`config.mk`:
```
export PLATFORM = sky130hd
export DESIGN_NAME = cam_capture_flat
export DESIGN_NICKNAME = d
export VERILOG_FILES = /design/src/rtl/cam_capture_if.sv /design/src/rtl/cam_capture.sv /design/src/flat_wrapper.sv
export SDC_FILE = /design/constraint.sdc
export NUM_CORES = 1
export LEC_CHECK = 0
export BUFFER_PORTS_ARGS = -buffer_cell sky130_fd_sc_hd__buf_4
export CORE_MARGIN = 2
export CORE_UTILIZATION = 58
export DETAILED_ROUTE_END_ITERATION = 12
export PLACE_DENSITY_LB_ADDON = 0.2
export SETUP_SLACK_MARGIN = 0.02
export SLEW_MARGIN = 20
export SYNTH_ARGS = -nofsm -noshare
export SYNTH_HDL_FRONTEND = slang
export SYNTH_SLANG_ARGS = --single-unit
export TNS_END_PERCENT = 100
```
`constraint.sdc`:
```
create_clock -name clk -period 2.5 [get_ports clk]
set_input_delay 0 -clock clk [delete_from_list [all_inputs] [get_ports clk]]
set_output_delay 0 -clock clk [all_outputs]
set_load 0.01 [all_outputs]
```
`src/rtl/cam_capture_if.sv`:
```
// cam_capture_if: bundles the camera byte stream (towards the capture stage)
// with the frame-buffer write port and the frame status (away from it).
//   master : camera/frame-buffer side, drives cam_*, observes write port
//   slave  : cam_capture, consumes cam_*, drives wea/addrin/datain/frame_*
interface cam_capture_if #(
    parameter int unsigned c_nb_img_pxls = 13,
    parameter int unsigned c_nb_buf      = 12
);
    logic                     cam_vsync;
    logic                     cam_href;
    logic                     cam_de;
    logic [7:0]               cam_data;
    logic                     wea;
    logic [c_nb_img_pxls-1:0] addrin;
    logic [c_nb_buf-1:0]      datain;
    logic                     frame_done;
    logic                     frame_err;

    modport master (
        output cam_vsync, cam_href, cam_de, cam_data,
        input  wea, addrin, datain, frame_done, frame_err
    );

    modport slave (
        input  cam_vsync, cam_href, cam_de, cam_data,
        output wea, addrin, datain, frame_done, frame_err
    );
endinterface

```
`src/rtl/cam_capture.sv`:
```
// cam_capture: turns an RGB444 camera byte stream (two bytes per pixel) into
// decimated 12-bit pixels, keeping the top-left pixel of each 2^dec x 2^dec
// block, and writes them sequentially into the input frame buffer.
// Ports:
//   clk        system clock
//   rst        synchronous active-high reset
//   cam.slave  cam_vsync/cam_href/cam_de/cam_data in (already in clk domain);
//              wea/addrin/datain write port, frame_done pulse, frame_err
//              (sticky until the next frame starts) out
module cam_capture #(
    parameter int unsigned c_nb_img_pxls = 13,
    parameter int unsigned c_nb_buf      = 12,
    parameter int unsigned c_src_cols    = 640,
    parameter int unsigned c_src_rows    = 480,
    parameter int unsigned c_dec_log2    = 3
) (
    input  logic         clk,
    input  logic         rst,
    cam_capture_if.slave cam
);
    localparam int unsigned COL_W   = 10;
    localparam int unsigned ROW_W   = 9;
    localparam int unsigned CNT_W   = c_nb_img_pxls + 1;
    localparam int unsigned NB_KEPT = (c_src_cols >> c_dec_log2) * (c_src_rows >> c_dec_log2);
    localparam logic [COL_W-1:0] COLS      = COL_W'(c_src_cols);
    localparam logic [ROW_W-1:0] ROWS      = ROW_W'(c_src_rows);
    localparam logic [CNT_W-1:0] ADDR_LAST = CNT_W'(NB_KEPT - 1);

    typedef enum logic [1:0] {S_SYNC, S_VBLANK, S_ACTIVE} state_t;

    state_t                   state_q, state_d;
    logic                     vsync_q, href_q;
    logic [COL_W-1:0]         col_q, col_d;
    logic [ROW_W-1:0]         row_q, row_d;
    logic                     ph_q, ph_d;
    logic [3:0]               red_q, red_d;
    logic [CNT_W-1:0]         addr_cnt_q, addr_cnt_d;
    logic                     wea_q, wea_d;
    logic [c_nb_img_pxls-1:0] addrin_q, addrin_d;
    logic [c_nb_buf-1:0]      datain_q, datain_d;
    logic                     done_q, done_d;
    logic                     err_q, err_d;

    logic vs_rise_c, vs_fall_c, href_fall_c, frame_ok_c;

    // Edges compare the live input against its registered previous value.
    assign vs_rise_c   =  cam.cam_vsync & ~vsync_q;
    assign vs_fall_c   = ~cam.cam_vsync &  vsync_q;
    assign href_fall_c = ~cam.cam_href  &  href_q;

    // Next-state, counters and registered outputs.
    always_comb begin
        state_d    = state_q;
        col_d      = col_q;
        row_d      = row_q;
        ph_d       = ph_q;
        red_d      = red_q;
        addr_cnt_d = addr_cnt_q;
        wea_d      = 1'b0;
        addrin_d   = addrin_q;
        datain_d   = datain_q;
        done_d     = 1'b0;
        err_d      = err_q;
        frame_ok_c = 1'b0;

        case (state_q)
            S_SYNC: begin
                if (cam.cam_vsync) state_d = S_VBLANK;
            end
            S_VBLANK: begin
                col_d      = '0;
                row_d      = '0;
                ph_d       = 1'b0;
                addr_cnt_d = '0;
                if (vs_fall_c) begin
                    state_d = S_ACTIVE;
                    err_d   = 1'b0;
                end
            end
            S_ACTIVE: begin
                if (cam.cam_de && cam.cam_href) begin
                    if (!ph_q) begin
                        red_d = cam.cam_data[3:0];
                        ph_d  = 1'b1;
                    end else begin
                        ph_d = 1'b0;
                        if (col_q != '1) col_d = col_q + COL_W'(1);
                        if (col_q >= COLS || row_q >= ROWS) begin
                            err_d = 1'b1;
                        end else if (col_q[c_dec_log2-1:0] == '0 &&
                                     row_q[c_dec_log2-1:0] == '0) begin
                            if (addr_cnt_q > ADDR_LAST) begin
                                err_d = 1'b1;
                            end else begin
                                wea_d      = 1'b1;
                                addrin_d   = c_nb_img_pxls'(addr_cnt_q);
                                datain_d   = c_nb_buf'({red_q, cam.cam_data});
                                addr_cnt_d = addr_cnt_q + CNT_W'(1);
                            end
                        end
                    end
                end
                // End of line after any byte taken this cycle; a dangling half
                // pixel is simply dropped.
                if (href_fall_c) begin
                    if (ph_q || col_q != COLS || row_q >= ROWS) err_d = 1'b1;
                    if (row_q != '1) row_d = row_q + ROW_W'(1);
                    col_d = '0;
                    ph_d  = 1'b0;
                end
                // Frame is good only if all lines arrived whole and nothing is pending.
                if (vs_rise_c) begin
                    frame_ok_c = !err_d && row_d == ROWS && col_d == '0 && !ph_d;
                    done_d     = frame_ok_c;
                    err_d      = err_d | ~frame_ok_c;
                    state_d    = S_VBLANK;
                end
            end
            default: state_d = S_SYNC;
        endcase
    end

    // State and output registers.
    always_ff @(posedge clk) begin
        if (rst) begin
            state_q    <= S_SYNC;
            vsync_q    <= 1'b0;
            href_q     <= 1'b0;
            col_q      <= '0;
            row_q      <= '0;
            ph_q       <= 1'b0;
            red_q      <= '0;
            addr_cnt_q <= '0;
            wea_q      <= 1'b0;
            addrin_q   <= '0;
            datain_q   <= '0;
            done_q     <= 1'b0;
            err_q      <= 1'b0;
        end else begin
            state_q    <= state_d;
            vsync_q    <= cam.cam_vsync;
            href_q     <= cam.cam_href;
            col_q      <= col_d;
            row_q      <= row_d;
            ph_q       <= ph_d;
            red_q      <= red_d;
            addr_cnt_q <= addr_cnt_d;
            wea_q      <= wea_d;
            addrin_q   <= addrin_d;
            datain_q   <= datain_d;
            done_q     <= done_d;
            err_q      <= err_d;
        end
    end

    assign cam.wea        = wea_q;
    assign cam.addrin     = addrin_q;
    assign cam.datain     = datain_q;
    assign cam.frame_done = done_q;
    assign cam.frame_err  = err_q;
endmodule

```
`src/flat_wrapper.sv`:
```
// flat-port wrapper written by rule: the top's interface ports become plain ports
module cam_capture_flat 
#(
    parameter int unsigned c_nb_img_pxls = 13,
    parameter int unsigned c_nb_buf      = 12,
    parameter int unsigned c_src_cols    = 640,
    parameter int unsigned c_src_rows    = 480,
    parameter int unsigned c_dec_log2    = 3
)
  (clk, rst, cam_cam_vsync, cam_cam_href, cam_cam_de, cam_cam_data, cam_wea, cam_addrin, cam_datain, cam_frame_done, cam_frame_err);
  cam_capture_if #(.c_nb_img_pxls(c_nb_img_pxls), .c_nb_buf(c_nb_buf)) cam_i ();
  input  logic clk;
  input  logic rst;
  input wire logic [$bits(cam_i.cam_vsync)-1:0] cam_cam_vsync;
  input wire logic [$bits(cam_i.cam_href)-1:0] cam_cam_href;
  input wire logic [$bits(cam_i.cam_de)-1:0] cam_cam_de;
  input wire logic [$bits(cam_i.cam_data)-1:0] cam_cam_data;
  output wire logic [$bits(cam_i.wea)-1:0] cam_wea;
  output wire logic [$bits(cam_i.addrin)-1:0] cam_addrin;
  output wire logic [$bits(cam_i.datain)-1:0] cam_datain;
  output wire logic [$bits(cam_i.frame_done)-1:0] cam_frame_done;
  output wire logic [$bits(cam_i.frame_err)-1:0] cam_frame_err;
  assign cam_i.cam_vsync = cam_cam_vsync;
  assign cam_i.cam_href = cam_cam_href;
  assign cam_i.cam_de = cam_cam_de;
  assign cam_i.cam_data = cam_cam_data;
  assign cam_wea = cam_i.wea;
  assign cam_addrin = cam_i.addrin;
  assign cam_datain = cam_i.datain;
  assign cam_frame_done = cam_i.frame_done;
  assign cam_frame_err = cam_i.frame_err;
  cam_capture #(.c_nb_img_pxls(c_nb_img_pxls), .c_nb_buf(c_nb_buf), .c_src_cols(c_src_cols), .c_src_rows(c_src_rows), .c_dec_log2(c_dec_log2)) u_core (.clk(clk), .rst(rst), .cam(cam_i));
endmodule
```
==> Word-level counts from Yosys, hierarchy flattened <==
Index checks and enable logic that the tools add are counted.
{ "word_totals": {"register_bits": 70} }
{ "classes": {"n_addsub": 3, "n_lt_le_gt_ge": 3, "eq_ne": 14, "n_mux": 37, "bitwise": 15, "n_reduce_logical": 22} }
{ "op_table": {"columns": ["operator", "count"], "rows": [
  ["2-to-1 mux 14 bit", 5],
  ["2-to-1 mux 10 bit", 5],
  ["case mux 14 bit (2 select lines)", 1],
  ["2-to-1 mux 9 bit", 3],
  ["inequality test 10 bit (second input constant)", 2],
  ["case mux 10 bit (2 select lines)", 1],
  ["case mux 9 bit (2 select lines)", 1],
  ["2-to-1 mux 1 bit", 15],
  ["adder 14 x 1 -> 14 bit (second input constant)", 1],
  ["> comparator 14 x 13 -> 1 bit (second input constant)", 1],
  ["AND reduction 6 bit", 2],
  ["inverter 1 bit", 11],
  ["adder 10 x 1 -> 10 bit (second input constant)", 1],
  [">= comparator 10 bit (second input constant)", 1],
  ["zero test 10 bit", 1],
  ["inequality test 2 x 1 -> 1 bit (second input constant)", 5],
  ["adder 9 x 1 -> 9 bit (second input constant)", 1],
  ["== test 9 bit (second input constant)", 1],
  [">= comparator 9 bit (second input constant)", 1],
  ["inequality test 9 bit (second input constant)", 1],
  ["zero test 3 bit", 2],
  ["2-to-1 mux 2 bit", 3],
  ["inequality test 2 bit (second input constant)", 3],
  ["case mux 2 bit (3 select lines)", 1],
  ["14 further kinds", 25]
]} }

==> Longest topological paths before layout <==
Gate-level depths: netlist of run 1.
{ "depth": {"word_depth": 17, "ltp_mapped": 10, "depth_no_buf": 8} }

==> Least setup slack after synthesis of run 1 <==
OpenSTA, ideal clock, no wires.
{ "synth_path": {"path_kind": "register to register", "start": "register u_core.row_q[0]", "end": "register u_core.addrin_q[10] (netlist: u_core.cam.addrin[10])", "setup_time_ns": 0.128, "t_arrival_ns": 1.886, "required_time_ns": 2.372, "path_slack_ns": 0.487, "path_stages_with_launch": 11, "n_path_buf": 2, "cell_sequence": "dfxtp_1 > inv_1 > ha_1 > and4bb_2 > nand4_1 > nor3_2 > and2_1 > buf_6 > buf_6 > mux2i_1 > nor2_1"} }
{ "synth_via": {"elab_chain_cells": 4, "elab_cells_between_ends": 6, "classes_between": "1 x order compare; 1 x bitwise; 4 x reduce/logical"} }
{ "synth_rtl": {"columns": ["item", "line_no", "source"], "rows": [
  ["from (decl)", "cam_capture.sv:34", "logic [ROW_W-1:0] row_q, row_d;"],
  ["from (signal assigned)", "cam_capture.sv:144", "row_q <= row_d;"],
  [">= comparator 9 bit", "cam_capture.sv:88", "if (col_q >= COLS || row_q >= ROWS) begin"],
  ["logical OR 1 bit", "cam_capture.sv:88", null],
  ["inverter 1 bit (no line)", null, null],
  ["AND reduction 6 bit (no line) (*)", null, null],
  ["to (signal assigned)", "cam_capture.sv:149", "addrin_q <= addrin_d;"],
  ["to (decl)", "cam_capture.sv:39", "logic [c_nb_img_pxls-1:0] addrin_q, addrin_d;"]
]} }
Mark *: on every way between the ends. The rest lies on a longest branch, timed or not.
A chain may end at the register's enable or synchronous reset.

==> Final worst setup path of run 1 <==
{ "layout_path": {"start": "register u_core.row_q[1]", "end": "register u_core.err_q (netlist: u_core.cam.frame_err)"} }
{ "layout_via": {"elab_chain_cells": 17, "elab_cells_between_ends": 26, "classes_between": "1 x add/sub; 1 x order compare; 2 x eq/ne; 12 x mux; 2 x bitwise; 8 x reduce/logical"} }
{ "layout_rtl": {"columns": ["item", "line_no", "source"], "rows": [
  ["branches (longest 15 deep; another with >= comparator 9 bit)", null, null],
  ["2-to-1 mux 1 bit (*)", "cam_capture.sv:112", "if (vs_rise_c) begin"],
  ["case mux 1 bit (2 select lines) (*)", "cam_capture.sv:66", "case (state_q)"],
  ["to (signal assigned)", "cam_capture.sv:152", "err_q <= err_d;"],
  ["to (decl)", "cam_capture.sv:42", "logic err_q, err_d;"]
]} }
Mark *: on every way between the ends. The select of a mux whose other input is x is not followed.

==> flow_summary.ini, run 1 <==
[synthesis]
synth_warnings = 0
synthCells = 418
synthesis.nets = 440
syn_area_um2 = 3560
syn_avg_cell_area_um2 = 8.51
synth_cell_types = 52
seq_area_frac_synth = 0.394
async_flop_share = 0
ys.flop_type = dfxtp_1
postSynthRegisterBits = 70
synth_edf_count = 0

[sta]
hold_slack_ps = 139
rsz0062_at_grt = false
relSlewSlack = 0.602
setup_viol = 0
fmax_mhz = 438
drv_slew = 0
fin_setup_tns_ps = 0
timing_hold_violations_final = 0
fin_ws_ps = 215
worst_pin_slew_ps = 595
period_needed_ps = 2290
period_share = 0.914
clock_skew_ps = 10.4

[global_routing]
overflow = 0
grt_pass1_wl_mm = 13.7
grt_max_degree = 57
grt_pass1_vias = 2947
grt_use_total = 0.259
grt_antenna_before_repair = 0

[clock_tree]
clockRootBuffer = clkbuf_8
cts_buffers = 9
clk_pin_slew_ps = 80
postCtsSetupBuffers = 0
clock_latency_ps = 340
htree_levels = 3
clock_path_buffers = 2
cts_tree = yes
clkSinkCount = 70

[die]
core_area_um2 = 5920
dieArea_um2 = 6780
die_h_um = 82.3
die_w_um = 82.3
initial_core_util = 0.601
io_pins = 41
num_rows = 28

[detailed_routing]
routed_wl_mm = 8.29
ant_nets = 0
drc = 0
via_per_inst = 5.94
vias = 3224
drt_iter0_drc = 184
firstDrtPassIters = 7
wl_per_cell_um = 15.3

[placed_design]
dpl.hpwl_mm = 5.68
placed_cells = 517
place_congestion = 0.928
io_buffers = 40
place_area_um2 = 3900
dp_slack_ps = 247

[final_layout]
mostFrequentLayoutCells = nor2_1 (71), dfxtp_1 (70), buf_4 (45)
antenna_cells = 0
layout_commonest_cell = nor2_1
postLayoutCoreUtil = 0.710
fin_cells = 543
fin_area_um2 = 4200
layout.nets = 485
drive_above_1_share = 0.160
area_growth_pct = 18.2

[critical_path]
required_ps = 2720
cp_max_fo = 6
worstSetupPathType = register to register
worstSetupStartpointType = register
arrival_ps = 2510
end_kind = register

[pwr]
p_per_area_nw_per_um2 = 522
p_leak_nw = 1.59
ir_worst_vdd_uv = 359
power.total_mw = 2.20

[run]
maxCapViolCount = 0

[hold_path]
hold_class = input port to register

[status]
run_status = complete, no violations
[repair_timing]
| item | in CTS | in global routing |
|---|---|---|
| resized for setup | 0 | 1 |
| endpoints found under the hold margin | 14 | 0 |
| hold buffers | 10 | 0 |
| setup endpoints to repair | 0 | 1 |
[synth_stat cells (all sizes together) (3+ instances only)]
| master | n | area [µm²] |
|---|---|---|
| a211oi | 7 | 65.1 |
| a21oi | 18 | 90.1 |
| a22oi | 5 | 37.5 |
| a2bb2oi | 3 | 26.3 |
| a31oi | 11 | 68.8 |
| a41oi | 3 | 26.3 |
| and3 | 12 | 80.1 |
| and4 | 3 | 26.3 |
| buf | 11 | 71.3 |
| clkbuf | 11 | 41.3 |
| dfxtp | 70 | 1400 |
| ha | 9 | 113 |
| inv | 13 | 48.8 |
| mux2i | 31 | 310 |
| nand2 | 30 | 113 |
| nand3 | 14 | 70.1 |
| nand3b | 3 | 22.5 |
| nand4 | 16 | 100 |
| nand4b | 3 | 26.3 |
| nor2 | 71 | 267 |
| nor2b | 4 | 25.0 |
| nor3 | 8 | 50.1 |
| nor4 | 6 | 43.8 |
| o21ai | 17 | 85.1 |
| o31ai | 3 | 22.5 |
| xor2 | 10 | 87.6 |
[registers in the layout, summed over array words and instances (netlist names)]
| register | cells |
|---|---|
| u_core.cam.frame_err | 1 |
| u_core.row_q | 9 |
| u_core.vsync_q | 1 |
| u_core.state_q | 2 |
| u_core.cam.datain | 12 |
| u_core.href_q | 1 |
| u_core.addr_cnt_q | 14 |
| u_core.red_q | 4 |
| u_core.cam.wea | 1 |
| u_core.ph_q | 1 |
| u_core.cam.frame_done | 1 |
| u_core.col_q | 10 |
| u_core.cam.addrin | 13 |
[worst paths after layout]
path                                      startpoint                            endpoint  slack [ps]  cells after the start
setup / recovery        u_core.row_q[1]$_SDFFE_PP0P_   u_core.cam.frame_err$_SDFFE_PP0P_         210                      7
hold / removal                                   rst   u_core.cam.addrin[6]$_SDFFE_PP0P_         140                      2
setup reg to reg        u_core.row_q[1]$_SDFFE_PP0P_   u_core.cam.frame_err$_SDFFE_PP0P_         210                      7
hold reg to reg   u_core.addr_cnt_q[13]$_SDFFE_PP0P_  u_core.addr_cnt_q[13]$_SDFFE_PP0P_         490                      2
[layer usage]
layer	vias up	global-route usage	part of all wire
met5	-	0	0
met2	105	0.417	0.49
met3	19	0.0424	0.044
met1	1496	0.343	0.45
li1	1604	-	-
met4	0	0.113	0.018
[final cells by class]
class | count | area (µm²)
clock inverter | 6 | 68.8
inverter | 13 | 48.8
multi-input combinational | 313 | 2000
tap | 75 | 93.8
clock buffer | 10 | 138
sequential | 70 | 1400
fill | 479 | 1720
timing repair buffer | 56 | 458
[cell families after synthesis]
| logic type | count (synthesis) | share of synthesized area |
|---|---|---|
| mux | 33 | 0.0936 |
| simple gates | 180 | 0.254 |
| compound gates | 79 | 0.152 |
| flops | 70 | 0.394 |
| buf+inv | 35 | 0.0454 |
| fa+ha+maj | 9 | 0.0317 |
| xor+xnor | 12 | 0.0295 |
[power breakdown]
| group | switching [mW] | internal, mW | leakage (nW) |
|---|---|---|---|
| clock | 0.451 | 0.495 | 0.103 |
| combinational | 0.0806 | 0.0486 | 0.925 |
| sequential | 0.00328 | 1.12 | 0.564 |
| total | 0.535 | 1.66 | 1.59 |
[worst max-delay path, stage by stage, from the launching register on]
cell and delay, ps:
dfxtp_1 360, ha_1 280, nand4_1 190, nor2_1 350
a22oi_1 150, nor4b_1 320, nand4b_1 190, o41a_1 340
Power figures use the tool's default switching activity.
==> inputs of run 2 (changes only) <==
--- a/config.mk
+++ b/config.mk
@@ -7,7 +7,7 @@
 export LEC_CHECK = 0
 export BUFFER_PORTS_ARGS = -buffer_cell sky130_fd_sc_hd__buf_4
 export CORE_MARGIN = 2
-export CORE_UTILIZATION = 58
+export CORE_UTILIZATION = 40
 export DETAILED_ROUTE_END_ITERATION = 12
 export PLACE_DENSITY_LB_ADDON = 0.2
 export SETUP_SLACK_MARGIN = 0.02
==> run 2 against run 1 <==
Design area is 0.95% higher. Sequential share of layout area is 0.31 points lower. Utilization down 22 points. Final cell count up 6.3%. Total power is 0.74% lower. Sequential cell count unchanged. Global-route usage is 8.1 points lower. Register-to-register slack better by 30 ps. Wire length rose by 1.4%. Clock skew shrank 0.67 ps. Largest power group unchanged.
==> flow_summary.ini, run 2 (same netlist as run 1, synthesis figures left out) <==
[global_routing]
overflow = 0
grt_antenna_before_repair = 0
grt_pass1_vias = 2925
grt_pass1_wl_mm = 14.3
grt_max_degree = 57
grt_use_total = 0.179

[pwr]
internal_power_mw = 1.63
seqPwrFrac = 0.514
sw_frac_of_total = 0.250
p_leak_nw = 1.59
power.total_mw = 2.18
p_clk_frac = 0.425
p_per_area_nw_per_um2 = 513
p_sw_mw = 0.545
ir_worst_vdd_uv = 229
pwr-share-comb = 0.060

[critical_path]
end_kind = register
rr_startpoint = u_core.col_q[0]$_SDFFE_PP0P_
ff2ff_setup_slack_ps = 240
worstSetupStartpoint = u_core.col_q[0]$_SDFFE_PP0P_
r2r-end = u_core.cam.frame_err$_SDFFE_PP0P_
arrival_ps = 2490
worstSetupPathType = register to register
reg2regPathDepth = 8
critPathCapture = u_core.cam.frame_err$_SDFFE_PP0P_
cp_max_fo = 6
worstSetupStartpointType = register
required_ps = 2730

[final_layout]
fin_cells = 577
regMostFlops = u_core.addr_cnt_q
antenna_cells = 0
fillers = 846
largest_register_ffs = 14
layout_commonest_cell = nor2_1
drive_above_1_share = 0.160
mostFrequentLayoutCells = nor2_1 (71), dfxtp_1 (70), buf_4 (46)
area_growth_pct = 19.3
layout.nets = 486

[die]
die_h_um = 98.3
dieArea_um2 = 9660
die_w_um = 98.3
num_rows = 34
core_area_um2 = 8680
io_pins = 41
initial_core_util = 0.410

[detailed_routing]
ant_nets = 0
via_per_inst = 5.52
firstDrtPassIters = 5
vias = 3187
wl_per_cell_um = 14.6
drc = 0
drt_iter0_drc = 177
routed_wl_mm = 8.40

[sta]
clock_skew_ps = 9.78
fin_setup_tns_ps = 0
fmax_mhz = 443
setup_viol = 0
worst_pin_slew_ps = 605
relSlewSlack = 0.586
rsz0062_at_grt = false
period_needed_ps = 2260
hold_slack_ps = 142
timing_hold_violations_final = 0
drv_slew = 0
period_share = 0.903

[clock_tree]
htree_levels = 3
clk_pin_slew_ps = 80
clock_latency_ps = 340
cts_hold_buffers = 10
clock_path_buffers = 2
clkSinkCount = 70
postCtsSetupBuffers = 0
cts_buffers = 9
cts_resized = 0
cts_tree = yes
clockRootBuffer = clkbuf_8

[placed_design]
io_buffers = 40
dpl.hpwl_mm = 5.80
placed_cells = 551
place_congestion = 0.969

[status]
run_status = complete, no violations

[hold_path]
hold_class = input port to register

[run]
maxCapViolCount = 0
## run 2: how the worst min path moves through the flow
stage | startpoint | end | slack, ps | depth (start not counted)
6_report | rst | u_core.row_q[1]$_SDFFE_PP0P_ | 140 | 2
3_5_place_dp | cam_cam_data[5] | u_core.cam.datain[5]$_SDFFE_PP0P_ | 250 | 3
5_1_grt | rst | u_core.red_q[0]$_SDFFE_PP0P_ | 180 | 2
3_3_place_gp | cam_cam_data[7] | u_core.cam.datain[7]$_SDFFE_PP0P_ | 240 | 3
4_1_cts | rst | u_core.cam.datain[1]$_SDFFE_PP0P_ | 150 | 2
2_1_floorplan | cam_cam_href | u_core.href_q$_SDFF_PP0_ | 130 | 1
## run 2: per-layer routing
metal | global-route usage | vias up | part of all wire | wire (µm)
met5 | 0 | - | 0 | 0
met3 | 0.0236 | 14 | 0.028 | 235
met4 | 0.0727 | 0 | 0.016 | 132
met1 | 0.247 | 1499 | 0.48 | 4030
li1 | - | 1603 | - | -
met2 | 0.282 | 71 | 0.48 | 4000
## run 2: power groups by stage
stage	Sequential (mW)	Combinational [mW]	Clock, mW
2_1_floorplan	1.15	0.0749	0
3_3_place_gp	1.15	0.119	0
3_5_place_dp	1.15	0.119	0
4_1_cts	1.12	0.132	0.954
5_1_grt	1.12	0.146	1.00
6_report	1.12	0.132	0.927
## run 2: area by class of cell
| class | instances | area, µm² | area share |
|---|---|---|---|
| clock buffer | 10 | 128 | 0.0301 |
| clock inverter | 6 | 71.3 | 0.0168 |
| inverter | 13 | 48.8 | 0.0115 |
| multi-input combinational | 313 | 1990 | 0.470 |
| sequential | 70 | 1400 | 0.330 |
| tap | 108 | 135 | 0.0318 |
| timing repair buffer | 57 | 465 | 0.110 |
## run 2: stage by stage
step           utilization  setup slack, ps  area (µm²)
2_1_floorplan            -              487        3560
3_3_place_gp         0.455              309        3950
3_5_place_dp         0.455              263        3950
4_1_cts              0.489              249        4240
5_1_grt              0.489             41.1        4240
6_report             0.489              243        4240
## run 2: critical path, stage by stage, from the launching register on
cell and delay, ps:
dfxtp_1 360, inv_1 90, ha_1 170, or3b_1 360
nor4_1 190, a31oi_1 130, nor3_2 230, nand4b_1 180
o41a_1 430
==> inputs of run 3 (changes only) <==
--- a/config.mk
+++ b/config.mk
@@ -7,7 +7,7 @@
 export LEC_CHECK = 0
 export BUFFER_PORTS_ARGS = -buffer_cell sky130_fd_sc_hd__buf_4
 export CORE_MARGIN = 2
-export CORE_UTILIZATION = 40
+export CORE_UTILIZATION = 48
 export DETAILED_ROUTE_END_ITERATION = 12
 export PLACE_DENSITY_LB_ADDON = 0.2
 export SETUP_SLACK_MARGIN = 0.02
==> run 3 against run 2 <==
Fmax grew 0.28%. Die area shrank 16%. Sequential power about the same. Wire length fell by 3.0%. Largest cell class unchanged. Highest routed layer unchanged.
==> flow_summary.ini, run 3 (same netlist as run 1, synthesis figures left out) <==
[detailed_routing]
drc = 0
routed_wl_mm = 8.16
firstDrtPassIters = 4
drt_iter0_drc = 201
wl_per_cell_um = 14.3
via_per_inst = 5.52
vias = 3143
ant_nets = 0

[status]
run_status = complete, no violations

[critical_path]
worstSetupStartpointType = register
worstSetupPathType = register to register
cp_max_fo = 10
required_ps = 2710
reg2regPathDepth = 8
end_kind = register
arrival_ps = 2460

[clock_tree]
cts_buffers = 9
clockRootBuffer = clkbuf_8
clock_path_buffers = 2
cts_resized = 0
clock_latency_ps = 340
postCtsSetupBuffers = 0
cts_tree = yes
clkSinkCount = 70
htree_levels = 3
cts_hold_buffers = 10
clk_pin_slew_ps = 70

[pwr]
sw_frac_of_total = 0.228
p_leak_nw = 1.61
p_per_area_nw_per_um2 = 524
pwr-share-comb = 0.058
p_sw_mw = 0.508
seqPwrFrac = 0.503
ir_worst_vdd_uv = 492
p_clk_frac = 0.440
internal_power_mw = 1.72

[global_routing]
grt_max_degree = 57
grt_pass1_vias = 2987
grt_pass1_wl_mm = 14.0
overflow = 0
grt_antenna_before_repair = 0
grt_use_total = 0.210

[sta]
period_share = 0.900
fin_setup_tns_ps = 0
setup_viol = 0
fmax_mhz = 444
worst_pin_slew_ps = 570
hold_slack_ps = 138
rsz0062_at_grt = false
period_needed_ps = 2250
drv_slew = 0
timing_hold_violations_final = 0
relSlewSlack = 0.610
clock_skew_ps = 8.51

[placed_design]
dpl.hpwl_mm = 5.69
place_area_um2 = 3950
place_congestion = 0.898
io_buffers = 40

[final_layout]
postLayoutCoreUtil = 0.590
layout_commonest_cell = nor2_1
drive_above_1_share = 0.164
regMostFlops = u_core.addr_cnt_q
largest_register_ffs = 14
fin_area_um2 = 4260
mostFrequentLayoutCells = nor2_1 (71), dfxtp_1 (70), buf_4 (48)
final-seq-area_um2 = 1400
area_growth_pct = 19.7
multi_input_area_um2 = 1990
fillers = 685
antenna_cells = 0
layout.nets = 488

[die]
initial_core_util = 0.493
die_w_um = 90.1
io_pins = 41
num_rows = 31
core_area_um2 = 7210
die_h_um = 90.1
dieArea_um2 = 8120

[hold_path]
hold_class = input port to register
hold_path_depth = 2

[run]
maxCapViolCount = 0
-- run 3: power groups by stage --
stage / Combinational, mW / Sequential, mW / Clock (mW)
floorplan: 0.0749 / 1.15 / 0
global placement: 0.115 / 1.15 / 0
detailed placement: 0.116 / 1.15 / 0
CTS: 0.128 / 1.12 / 1.00
global route: 0.143 / 1.12 / 1.06
finish: 0.129 / 1.12 / 0.980
-- run 3: per-layer routing --
layer,vias up,GRT usage,part of all wire
met5,-,0,0
met4,0,0.0885,0.017
met3,13,0.0402,0.040
met2,65,0.345,0.48
met1,1461,0.271,0.46
li1,1604,-,-
-- run 3: area by class of cell --
class	instances	share of cell area
clock buffers	9	0.0291
clock inverters	6	0.0203
inverters	13	0.0115
multi-input cells	313	0.468
flip-flops and latches	70	0.329
well taps	99	0.0291
repair buffers	59	0.113
-- run 3: final timing paths --
check / end / slack [ps] / from
setup / recovery: u_core.addr_cnt_q[9]$_SDFFE_PP0P_ / 250 / u_core.row_q[0]$_SDFFE_PP0P_
hold / removal: u_core.row_q[4]$_SDFFE_PP0P_ / 140 / rst
setup reg to reg: u_core.addr_cnt_q[9]$_SDFFE_PP0P_ / 250 / u_core.row_q[0]$_SDFFE_PP0P_
hold reg to reg: u_core.state_q[1]$_SDFFE_PP0P_ / 490 / u_core.state_q[1]$_SDFFE_PP0P_
-- run 3: critical path, cell delays in order (launching register included) --
cell and delay, ps:
dfxtp_1 320, inv_1 180, ha_1 210, and4bb_2 250
nand4_1 180, o41ai_4 520, and3_1 290, xnor2_1 130
nor2_1 50
-- run 3: stage by stage --
step                      setup slack, ps  total power, mW  std cells
after floorplan                       487             1.22        418
after global placement                341             1.26        544
after detailed placement              276             1.26        544
after CTS                             265             2.25        569
after global routing                  109             2.33        569
final                                 250             2.23        569
